$ cat src/rtl/serial_tx_ctrl.sv
// LSB-first parallel-to-serial transmitter: one word per DW*CLK_DIV+2 cycles, strobe on the last cycle of each bit.
// ready_out is high only in IDLE; inputs are ignored while a word is shifting or in the done cycle.
module serial_tx_ctrl #(
  parameter int DW      = 4,
  parameter int CLK_DIV = 4
) (
  input  logic          clk,
  input  logic          rst,
  input  logic [DW-1:0] data_in,
  input  logic          valid_in,
  output logic          ready_out,
  output logic          ser_out,
  output logic          ser_enb,
  output logic          busy,
  output logic          done
);

  localparam int DIVW = (CLK_DIV > 1) ? $clog2(CLK_DIV) : 1;
  localparam int BCW  = $clog2(DW + 1);
  localparam logic [DIVW-1:0] DIV_LAST = DIVW'(CLK_DIV - 1);
  localparam logic [BCW-1:0]  BIT_LAST = BCW'(DW - 1);

  typedef enum logic [1:0] {
    IDLE  = 2'd0,
    SHIFT = 2'd1,
    DONE  = 2'd2
  } state_t;

  state_t          state;
  state_t          state_nxt;
  logic [DW-1:0]   shreg;
  logic [BCW-1:0]  bit_cnt;
  logic [DIVW-1:0] div_cnt;
  logic            accept;
  logic            strobe;

  assign accept = (state == IDLE) && valid_in;
  assign strobe = (state == SHIFT) && (div_cnt == DIV_LAST);

  always_ff @(posedge clk or negedge rst) begin
    if (!rst) begin
      state <= IDLE;
    end else begin
      state <= state_nxt;
    end
  end

  always_comb begin
    state_nxt = state;
    case (state)
      IDLE:    if (accept) state_nxt = SHIFT;
      SHIFT:   if (strobe && (bit_cnt == BIT_LAST)) state_nxt = DONE;
      DONE:    state_nxt = IDLE;
      default: state_nxt = IDLE;
    endcase
  end

  // The shift happens on the strobe edge, so shreg[0] stays put for the whole bit period.
  always_ff @(posedge clk or negedge rst) begin
    if (!rst) begin
      shreg   <= '0;
      bit_cnt <= '0;
      div_cnt <= '0;
    end else if (accept) begin
      shreg   <= data_in;
      bit_cnt <= '0;
      div_cnt <= '0;
    end else if (state == SHIFT) begin
      if (strobe) begin
        shreg   <= shreg >> 1;
        bit_cnt <= bit_cnt + BCW'(1);
        div_cnt <= '0;
      end else begin
        div_cnt <= div_cnt + DIVW'(1);
      end
    end
  end

  always_comb begin
    ready_out = 1'b0;
    busy      = 1'b0;
    done      = 1'b0;
    ser_enb   = 1'b0;
    ser_out   = 1'b0;
    case (state)
      IDLE:  ready_out = 1'b1;
      SHIFT: begin
        busy    = 1'b1;
        ser_enb = strobe;
        ser_out = shreg[0];
      end
      DONE:  done = 1'b1;
      default: ready_out = 1'b0;
    endcase
  end

endmodule

$ cat config.mk
export PLATFORM = sky130hd
export DESIGN_NAME = serial_tx_ctrl
export DESIGN_NICKNAME = d
export VERILOG_FILES = /design/src/rtl/serial_tx_ctrl.sv
export SDC_FILE = /design/constraint.sdc
export NUM_CORES = 1
export LEC_CHECK = 0
export ABC_AREA = 1
export BUFFER_PORTS_ARGS = -buffer_cell sky130_fd_sc_hd__buf_4
export CAP_MARGIN = 20
export CORE_UTILIZATION = 25
export CTS_CLUSTER_DIAMETER = 50
export DETAILED_ROUTE_END_ITERATION = 16
export PLACE_DENSITY = 0.44
export SLEW_MARGIN = 20
export SYNTH_ARGS = -nofsm -noshare
export SYNTH_HDL_FRONTEND = slang
export SYNTH_SLANG_ARGS = --single-unit
$ cat constraint.sdc
create_clock -name clk -period 2.2 [get_ports clk]
set_input_delay 0.11 -clock clk [delete_from_list [all_inputs] [get_ports clk]]
set_output_delay 0.11 -clock clk [all_outputs]
set_load 0.02 [all_outputs]
; ---- Yosys cells after proc, flatten, opt, wreduce, memory -nomap -nowiden
; Cells that the tools add are included.
[classes]
addsub = 2
eq_ne = 6
n_mux = 17
n_reduce_logical = 8
[op_table]
columns = cell, count
row1 = two-way mux 4 bit, 3
row2 = two-way mux 2 bit, 5
row3 = two-way mux 3 bit, 3
row4 = two-way mux 1 bit, 5
row5 = equality test 2 bit (second input constant), 2
row6 = != test 2 bit (second input constant), 2
row7 = one-hot mux 2 bit (2 select lines), 1
row8 = AND reduction 2 bit, 2
row9 = nonzero test 2 bit, 2
row10 = adder 3 x 1 -> 3 bit (second input constant), 1
row11 = equality test 3 x 2 -> 1 bit (second input constant), 1
row12 = logical AND 1 bit, 3
row13 = adder 2 x 1 -> 2 bit (second input constant), 1
row14 = equality test 2 x 1 -> 1 bit (second input constant), 1
row15 = zero test 2 bit, 1
[totals]
regBits = 11
inputBits = 7
wordCells = 37

; ---- Longest topological paths before layout
[depth]
word_depth = 5
depth_mapped = 6

; ---- Least setup slack after synthesis
; Ideal clock, no wire load.
[synth_timing]
path_type = register -> register
startpoint = reg bit_cnt[0]
endpoint = reg bit_cnt[2]
setup_ns = 0.074
t_arrival_ns = 1.089
required_time_ns = 2.126
slack_ns = 1.037
stages_incl_launch_ff = 5
n_path_buf = 0
period_less_slack_ns = 1.163
cell_sequence = dfrtp_1 ha_1 ha_1 or2_0 o21ai_2
[synth_via]
elab_chain_cells = 4
[synth_lines]
columns = item, line_no
row1 = from (decl), 32  ; logic [BCW-1:0] bit_cnt;
row2 = from (signal assigned), 71  ; bit_cnt <= bit_cnt + BCW'(1);
row3 = adder 3 x 1 -> 3 bit, 71
row4 = two-way mux 3 bit, 69  ; if (strobe) begin
row5 = two-way mux 3 bit, 68  ; end else if (state == SHIFT) begin
row6 = two-way mux 3 bit, 64  ; end else if (accept) begin
; No other way between the ends. The select of a mux whose other input is x is not followed.
; A chain may end at the register's enable or synchronous reset.

; ---- Worst setup path in the final report
[layout_timing]
startpoint = reg div_cnt[0]
endpoint = out ser_enb
[layout_via]
elab_chain_cells = 3
[layout_lines]
columns = item, line_no
row1 = from (decl), 33  ; logic [DIVW-1:0] div_cnt;
row2 = from (signal assigned), 74  ; div_cnt <= div_cnt + DIVW'(1);
row3 = equality test 2 bit, 38  ; assign strobe = (state == SHIFT) && (div_cnt == DIV_LAST);
row4 = logical AND 1 bit, 38
row5 = two-way mux 1 bit, 85  ; case (state)
row6 = to (decl), 13  ; output logic ser_enb,
; No other way between the ends.

==> results.yml <==
placement:
  port_buffers: 11
  finalWeightedCongestion: 0.690
  dp_hpwl_um: 815
yosys:
  seq_area_frac_synth_pct: 48.5
  synthAdderAreaFrac_pct: 6.61
  synth-xor-area-share_pct: 1.54
  netlist_instances: 65
  synth-simple-area-share_pct: 32.4
  syn-num-nets: 75
  synth_cell_types: 16
  synthMuxAreaShare_pct: 0
  syn_avg_cell_area_um2: 8.74
  synth_top_family_by_area: "simple AND/OR/NAND/NOR gates"
  yosys_warnings: 0
  ys_seq_elements: 11
  synth_compound_area_share_pct: 3.30
  synth_area_um2: 568
worst_setup_path:
  path_cells: "ha_1 -> nand3_4 -> inv_1 -> buf_4"
  slowest_delay_ns: 0.39
  cp_slowest_cell: "dfrtp_1"
  cp-end-kind: "output pin"
  cp.depth: 4
  path_class: "reg2out"
  rr_worst_depth: 4
  worstSetupStartpointType: "flop"
  path_buf_inv: 2
  critPathArrivalTime_ns: 1.28
  worstPathMaxFanout: 6
  critical-path-top-delay-family: "flip-flops"
  r2r-start: "bit_cnt[0]"
  worstSetupStartpoint: "div_cnt[0]"
  cp.required_ns: 2.09
pwr:
  p_total_mw: 0.943
  p_leak_nw: 0.389
  p_per_area_nw_per_um2: 1310
  ir_drop_mv: 0.541
clocking:
  numCtsBuffers: 3
  hold_buffers: 1
  cts_root_buf: "clkbuf_4"
  clkTransAtPathRegs_ns: 0.07
  cts_resized: 0
  clockBufferDepth: 2
  insertion_delay_ns: 0.26
  cts_sinks: 11
  cts_tree: "done"
  postCtsSetupBuffers: 0
  cts_max_level: 1
grt:
  track_usage_pct: 9.73
  grt_antenna_before_repair: 0
  grt_max_degree: 12
  first_global_vias: 415
  grt_pass1_wl_mm: 1.76
  grt.overflow.total: 0
layout:
  drive_gt1_share_pct: 24.7
  layout_common_cells: "nand2_1 (19), dfrtp_1 (11), buf_4 (11)"
  mostFrequentLayoutCell: "nand2_1"
  fillers: 234
  utilization_pct: 35.3
  nets: 92
  n_antenna_cell: 0
  syn2layout_area_growth_pct: 26.9
sta:
  slew-limit-headroom_pct: 83.8
  maxSlewViolCount: 0
  setup_tns_ns: 0
  tightest_slew_ns: 0.243
  max_freq_ghz: 0.721
  fin_skew_ns: 0.000897
  hold_viol: 0
  setup_violations: 0
  fin_crit_ns: 1.39
  rsz0062_at_grt: "false"
  post-route-period-util_pct: 63.1
drt:
  viasPerCell: 4.07
  vias: 440
  drc_errors: 0
  routedWlPerCell_um: 9.60
  postRouteAntennaNets: 0
  first_pass_iters: 3
  drt_iter0_markers: 2
  drt-total-wl_mm: 1.04
floorplan:
  io_pins: 12
  start_util_pct: 27.8
  die_w_um: 49.7
  placement_rows: 16
  fp.dieH_um: 49.7
  die_area_um2: 2470
  core_area_um2: 2040
min_path:
  min_path_cells: 3
  hold_class: "in2reg"
  worstHoldStart: "data_in[1]"
outcome:
  outcome: "finished, final reports clean"
flow_run:
  drv_cap: 0
## cell usage after synthesis, drive strengths merged
cell type   n  area (µm²)
nand2      21        93.8
dfrtp      11         275
inv        11        43.8
nand3       7        47.6
nor2        6        30.0
ha          3        37.5
o21ai       3        18.8
nand4       1        6.26
or2         1        6.26
xor2        1        8.76
## registers in the layout (all words and copies together), names as in the netlist
register,cells
div_cnt,2
state,2
bit_cnt,3
shreg,4
## cells by family (layout without fill, tap and decap cells)
family / Yosys count / in the layout
and+or+nand+nor: 36 / 36
DFF: 11 / 11
buffers and inverters: 11 / 27
adders and majority gates: 3 / 3
AOI/OAI and AO/OA: 3 / 3
xor gates and xnor gates: 1 / 1
## worst paths after layout
kind                              end  slack (ns)
max in group asynchronous    shreg[0]        1.84
hold reg to reg            bit_cnt[1]        0.48
min in group asynchronous  bit_cnt[0]        0.22
setup reg to reg           bit_cnt[2]        0.98
setup / recovery              ser_enb        0.81
hold / removal               shreg[1]        0.07
## where the power goes
part	total, mW	internal (mW)	switching, mW
Sequential	0.343	0.290	0.0537
Combinational	0.464	0.185	0.279
Clock	0.135	0.0699	0.0653
## layer usage
| layer | share of wire (%) | vias up | global-route usage (%) | wire length, µm |
|---|---|---|---|---|
| li1 | - | 232 | - | - |
| met1 | 51 | 195 | 12.6 | 532 |
| met2 | 42 | 11 | 14.4 | 432 |
| met3 | 5.6 | 2 | 2.47 | 58 |
| met4 | 1.4 | 0 | 5.71 | 14 |
| met5 | 0 | - | 0 | 0 |
## tightest hold or removal path, stage by stage
cell,delay [ns]
buf_4,0.07
nand2_1,0.04
nand3_1,0.07
## area by class of cell
type	count	area, µm²	area share (%)
tap	27	33.8	4.69
clock buffer	4	26.3	3.65
timing repair buffer	12	92.6	12.8
inverter	11	43.8	6.08
multi-input combinational	43	249	34.5
sequential	11	275	38.2
## per-stage QoR
stage / setup WS [ns] / hold slack (ns) / instances / instance area, µm²
final: 0.813 / 0.0650 / 108 / 721
after global routing: 0.733 / 0.0789 / 108 / 721
after CTS: 0.788 / 0.0573 / 108 / 721
after detailed placement: 0.996 / -0.0461 / 103 / 684
after global placement: 1.01 / -0.0449 / 103 / 684
after floorplan: 1.04 / -0.186 / 65 / 568
Power figures use the tool's default switching activity.
